<file path="config.mk">
export PLATFORM = sky130hd
export DESIGN_NAME = core_register_file_flat
export DESIGN_NICKNAME = d
export VERILOG_FILES = /design/src/rtl/core_register_file_if.sv /design/src/rtl/core_register_file.sv /design/src/flat_wrapper.sv
export SDC_FILE = /design/constraint.sdc
export NUM_CORES = 1
export LEC_CHECK = 0
export CORE_UTILIZATION = 30
export CTS_CLUSTER_SIZE = 30
export DETAILED_ROUTE_END_ITERATION = 6
export DONT_BUFFER_PORTS = 1
export HOLD_SLACK_MARGIN = 0.15
export PLACE_DENSITY = 0.42
export SETUP_SLACK_MARGIN = 0.05
export SYNTH_ARGS = -nofsm -noshare
export SYNTH_HDL_FRONTEND = slang
export SYNTH_SLANG_ARGS = --single-unit
export TNS_END_PERCENT = 1
</file>
<file path="constraint.sdc">
create_clock -name clk -period 22.6 [get_ports clk]
set_input_delay 2.26 -clock clk [delete_from_list [all_inputs] [get_ports clk]]
set_output_delay 2.26 -clock clk [all_outputs]
set_load 0.02 [all_outputs]
</file>
<file path="src/rtl/core_register_file_if.sv">
// Register-file access bundle: read/write ports, write-source select, PC increment strobe.
// The master drives the request side; the slave (the register file) drives the three read outputs.
interface core_register_file_if;
  logic [3:0]  addr_read;
  logic [3:0]  addr_write;
  logic [15:0] data_write;
  logic        write_enable;
  logic [15:0] bus_datain;
  logic        bus_fromin;
  logic        pc_inc;
  logic [15:0] data_read;
  logic [15:0] pc_out;
  logic [15:0] reg_h_out;

  modport master (
    output addr_read, addr_write, data_write, write_enable,
    output bus_datain, bus_fromin, pc_inc,
    input  data_read, pc_out, reg_h_out
  );

  modport slave (
    input  addr_read, addr_write, data_write, write_enable,
    input  bus_datain, bus_fromin, pc_inc,
    output data_read, pc_out, reg_h_out
  );
endinterface

</file>
<file path="src/rtl/core_register_file.sv">
// 16x16 register file; index 7 is H and index 15 is the PC, which has a dedicated incrementer.
// Reads are combinational with no bypass, writes land on the rising edge, and there is no backpressure.
module core_register_file (
  input  logic                 clk,
  input  logic                 rst,
  core_register_file_if.slave  bus
);
  localparam logic [3:0] PC_IDX = 4'd15;
  localparam logic [3:0] H_IDX  = 4'd7;

  logic [15:0] r_regs [16];
  logic [15:0] w_wdata;
  logic        w_pc_written;

  assign w_wdata      = bus.bus_fromin ? bus.bus_datain : bus.data_write;
  assign w_pc_written = bus.write_enable && (bus.addr_write == PC_IDX);

  always_ff @(posedge clk or posedge rst) begin
    if (rst) begin
      for (int i = 0; i < 16; i++) begin
        r_regs[i] <= 16'h0000;
      end
    end else begin
      // An explicit PC write is a jump, so it suppresses the increment on that edge.
      if (bus.pc_inc && !w_pc_written) begin
        r_regs[PC_IDX] <= r_regs[PC_IDX] + 16'd1;
      end
      if (bus.write_enable) begin
        r_regs[bus.addr_write] <= w_wdata;
      end
    end
  end

  assign bus.data_read = r_regs[bus.addr_read];
  assign bus.pc_out    = r_regs[PC_IDX];
  assign bus.reg_h_out = r_regs[H_IDX];
endmodule

</file>
<file path="src/flat_wrapper.sv">
// flat-port wrapper written by rule: the top's interface ports become plain ports
module core_register_file_flat 
  (clk, rst, bus_addr_read, bus_addr_write, bus_data_write, bus_write_enable, bus_bus_datain, bus_bus_fromin, bus_pc_inc, bus_data_read, bus_pc_out, bus_reg_h_out);
  core_register_file_if bus_i ();
  input  logic clk;
  input  logic rst;
  input wire logic [$bits(bus_i.addr_read)-1:0] bus_addr_read;
  input wire logic [$bits(bus_i.addr_write)-1:0] bus_addr_write;
  input wire logic [$bits(bus_i.data_write)-1:0] bus_data_write;
  input wire logic [$bits(bus_i.write_enable)-1:0] bus_write_enable;
  input wire logic [$bits(bus_i.bus_datain)-1:0] bus_bus_datain;
  input wire logic [$bits(bus_i.bus_fromin)-1:0] bus_bus_fromin;
  input wire logic [$bits(bus_i.pc_inc)-1:0] bus_pc_inc;
  output wire logic [$bits(bus_i.data_read)-1:0] bus_data_read;
  output wire logic [$bits(bus_i.pc_out)-1:0] bus_pc_out;
  output wire logic [$bits(bus_i.reg_h_out)-1:0] bus_reg_h_out;
  assign bus_i.addr_read = bus_addr_read;
  assign bus_i.addr_write = bus_addr_write;
  assign bus_i.data_write = bus_data_write;
  assign bus_i.write_enable = bus_write_enable;
  assign bus_i.bus_datain = bus_bus_datain;
  assign bus_i.bus_fromin = bus_bus_fromin;
  assign bus_i.pc_inc = bus_pc_inc;
  assign bus_data_read = bus_i.data_read;
  assign bus_pc_out = bus_i.pc_out;
  assign bus_reg_h_out = bus_i.reg_h_out;
  core_register_file u_core (.clk(clk), .rst(rst), .bus(bus_i));
endmodule
</file>
==> qor.csv <==
metric;value;unit
worstRegToRegCells;5;
instances_no_fill;1548;
ys_warn_count;0;
drv_cap;0;
setup_violations;0;
crit_arrival;3.54;ns
insertion_delay;0.55;ns
synth.avg_cell_area;10.7;sq um
clock_skew;0.00975;ns
place.detailed.hpwl;23300;microns
die_height;199;microns
n_antenna_cell;0;
syn-num-nets;1132;
syn_inst;1086;
place_inst;1496;
postCtsHoldBufs;0;
gr-total-overflow;0;
path_class;in2out;
antenna_found_initial;0;
synth-edff-count;0;
cts_inserted_buffers;29;
synth_cell_types;38;
final.setup.tns;0;ns
clk_pin_slew;0.06;ns
vias_per_cell;4.94;
synth_area_leader_cell;dfrtp_1;
die-area;39600;sq um
coreArea;37900;sq um
hold_viol;0;
yosysSeqAreaShare;55.0;%
yosysMostFrequentCell;dfrtp_1;
cp_slowest_cell;and2_1;
grt_use_total;18.7;%
drcViolationCount;0;
hold_class;reg2reg;
min_period_over_period;25.7;%
first_global_vias;7866;
placed_cell_area;12000;sq um
endpoint;bus_data_read[8];
p_total;0.00140;W
cellPowerDensity;109;nW/um^2
cts_buffer_depth;3;
cp-start-kind;input pin;
num_rows;71;
grt_setup_unrepaired;no;
synth_common_cells;256 x dfrtp_1, 156 x nor2_1, 147 x a21oi_1;
port_buffers;0;
ys_ff_latch;256;
htreeDepth;1;
power_leakage;5.34;nW
area_growth;10.7;%
finalWirelength;35800;microns
layout-drive-gt1-share;15.0;%
r2r_slack;20.23;ns
ir_drop;0.0565;mV
slew_headroom;22.7;%
crit_start;bus_addr_read[3];
slew_violations;0;
worstMarginPinSlew;1.14;ns
status;complete, no violations;
postSynth.asyncResetShare;100;%
cp_cell_sequence;and2_1 -> a22oi_1 -> nand2_1;
r2r-start;u_core.bus.pc_out[0];
antenna_left;0;
cp-end-kind;primary output;
drtIter0Drc;425;
cts.root.buffer_cell;clkbuf_16;
synth_area;11700;sq um
synth_area_leaders;dfrtp_1 55%, mux4_2 12%, a21oi_1 6.3%;
max_clock_freq;172;MHz
cts_tree;yes;
grt_pass1_wl;53700;microns
ys.flop_type;dfrtp_1;
clock-sinks;256;
stdcell_area;12900;sq um
start_util;30.7;%
cts_setup_buffers;0;
num_io_pins;93;
place_congestion;0.769;
fin_nets;1062;
period_needed;5.80;ns
wl_per_cell;23.1;microns
grt_max_degree;136;
max_stage_delay;0.67;ns
die-width;199;microns
netlist.area_leader.share;55.0;%
drt_first_pass_iters;4;
cp.required;20.34;ns
vias;7644;
r2r_end;u_core.bus.pc_out[14];
crit_fanout;16;
cts_resized;0;
==> critical path: cells and delay by family <==
family / cells / cell delay (ns)
compound gates: 1 / 0.21
simple gates: 2 / 1.06
==> where the power goes <==
part	switching [W]	total (W)	internal (W)
registers	0.000122	0.000690	0.000568
clock network	0.000188	0.000472	0.000284
logic	0.000123	0.000241	0.000118
total	0.000432	0.00140	0.000970
==> registers in the layout (all words and copies together), names as in the netlist <==
register              flops
u_core.bus.pc_out        16
u_core.bus.reg_h_out     16
u_core.r_regs           224
==> worst min path at each step <==
| stage | slack (ns) | to | cells past startpoint | start |
|---|---|---|---|---|
| 3_3_place_gp | 0.46 | u_core.r_regs[212] | 2 | u_core.r_regs[212] |
| 5_1_grt | 0.50 | u_core.r_regs[63] | 2 | u_core.r_regs[63] |
| 2_1_floorplan | 0.44 | u_core.r_regs[50] | 2 | u_core.r_regs[50] |
| 4_1_cts | 0.48 | u_core.r_regs[217] | 2 | u_core.r_regs[217] |
| 3_5_place_dp | 0.47 | u_core.r_regs[217] | 2 | u_core.r_regs[217] |
| 6_report | 0.47 | u_core.r_regs[217] | 2 | u_core.r_regs[217] |
==> per-stage QoR <==
stage / hold WS (ns) / util (%) / setup WS (ns)
5_1_grt: 0.500 / 34.0 / 16.73
3_5_place_dp: 0.467 / 31.5 / 16.88
6_report: 0.472 / 34.0 / 16.80
2_1_floorplan: 0.442 / - / 13.30
3_3_place_gp: 0.457 / 31.5 / 16.88
4_1_cts: 0.481 / 34.0 / 16.88
==> logic make-up (layout without fill, tap and decap cells) <==
| group | after synthesis | count (layout) | synth area share [%] |
|---|---|---|---|
| simple gates | 321 | 321 | 11.3 |
| compound gates | 284 | 284 | 13.1 |
| flops | 256 | 256 | 55.0 |
| buf+inv | 124 | 75 | 5.16 |
| mux | 88 | 88 | 14.5 |
| xor+xnor | 12 | 12 | 0.902 |
| fa+ha+maj | 1 | 1 | 0.107 |
==> metal layers <==
metal / routed length, microns / track usage [%] / share of wire [%]
met5: 0 / 0 / 0
met4: 658 / 3.87 / 1.8
met3: 2670 / 5.30 / 7.5
met2: 16000 / 28.9 / 45
met1: 16400 / 26.0 / 46
==> placed cells by master, fill, tap and decap left out, drive strengths merged, types with 2 or more instances in the layout <==
cell    synthesis  final
nor3            4      4
o21ai          99     99
nand2b          5      5
nand3           5      5
xnor2          11     11
nor4            6      6
nand3b          2      2
and2            3      3
or3             2      2
nand2         127    127
o31a            4      4
nand4           4      4
a22oi          32     32
clkinv          0      3
a21oi         147    147
mux2i          24     24
clkbuf         76     47
nor2          157    157
dfrtp         256    256
mux4           64     64
bufinv          0      2
nor2b           3      3
inv             4      4
buf            44     19
==> layout make-up <==
class	instances	area [sq um]
clock buffers	47	873
clock inverters	5	75.1
fillers	3865	25000
inverters	4	22.5
multi-input cells	706	4750
flip-flops and latches	256	6410
well taps	511	639
repair buffers	19	143
(Power assumes the default switching activity.)
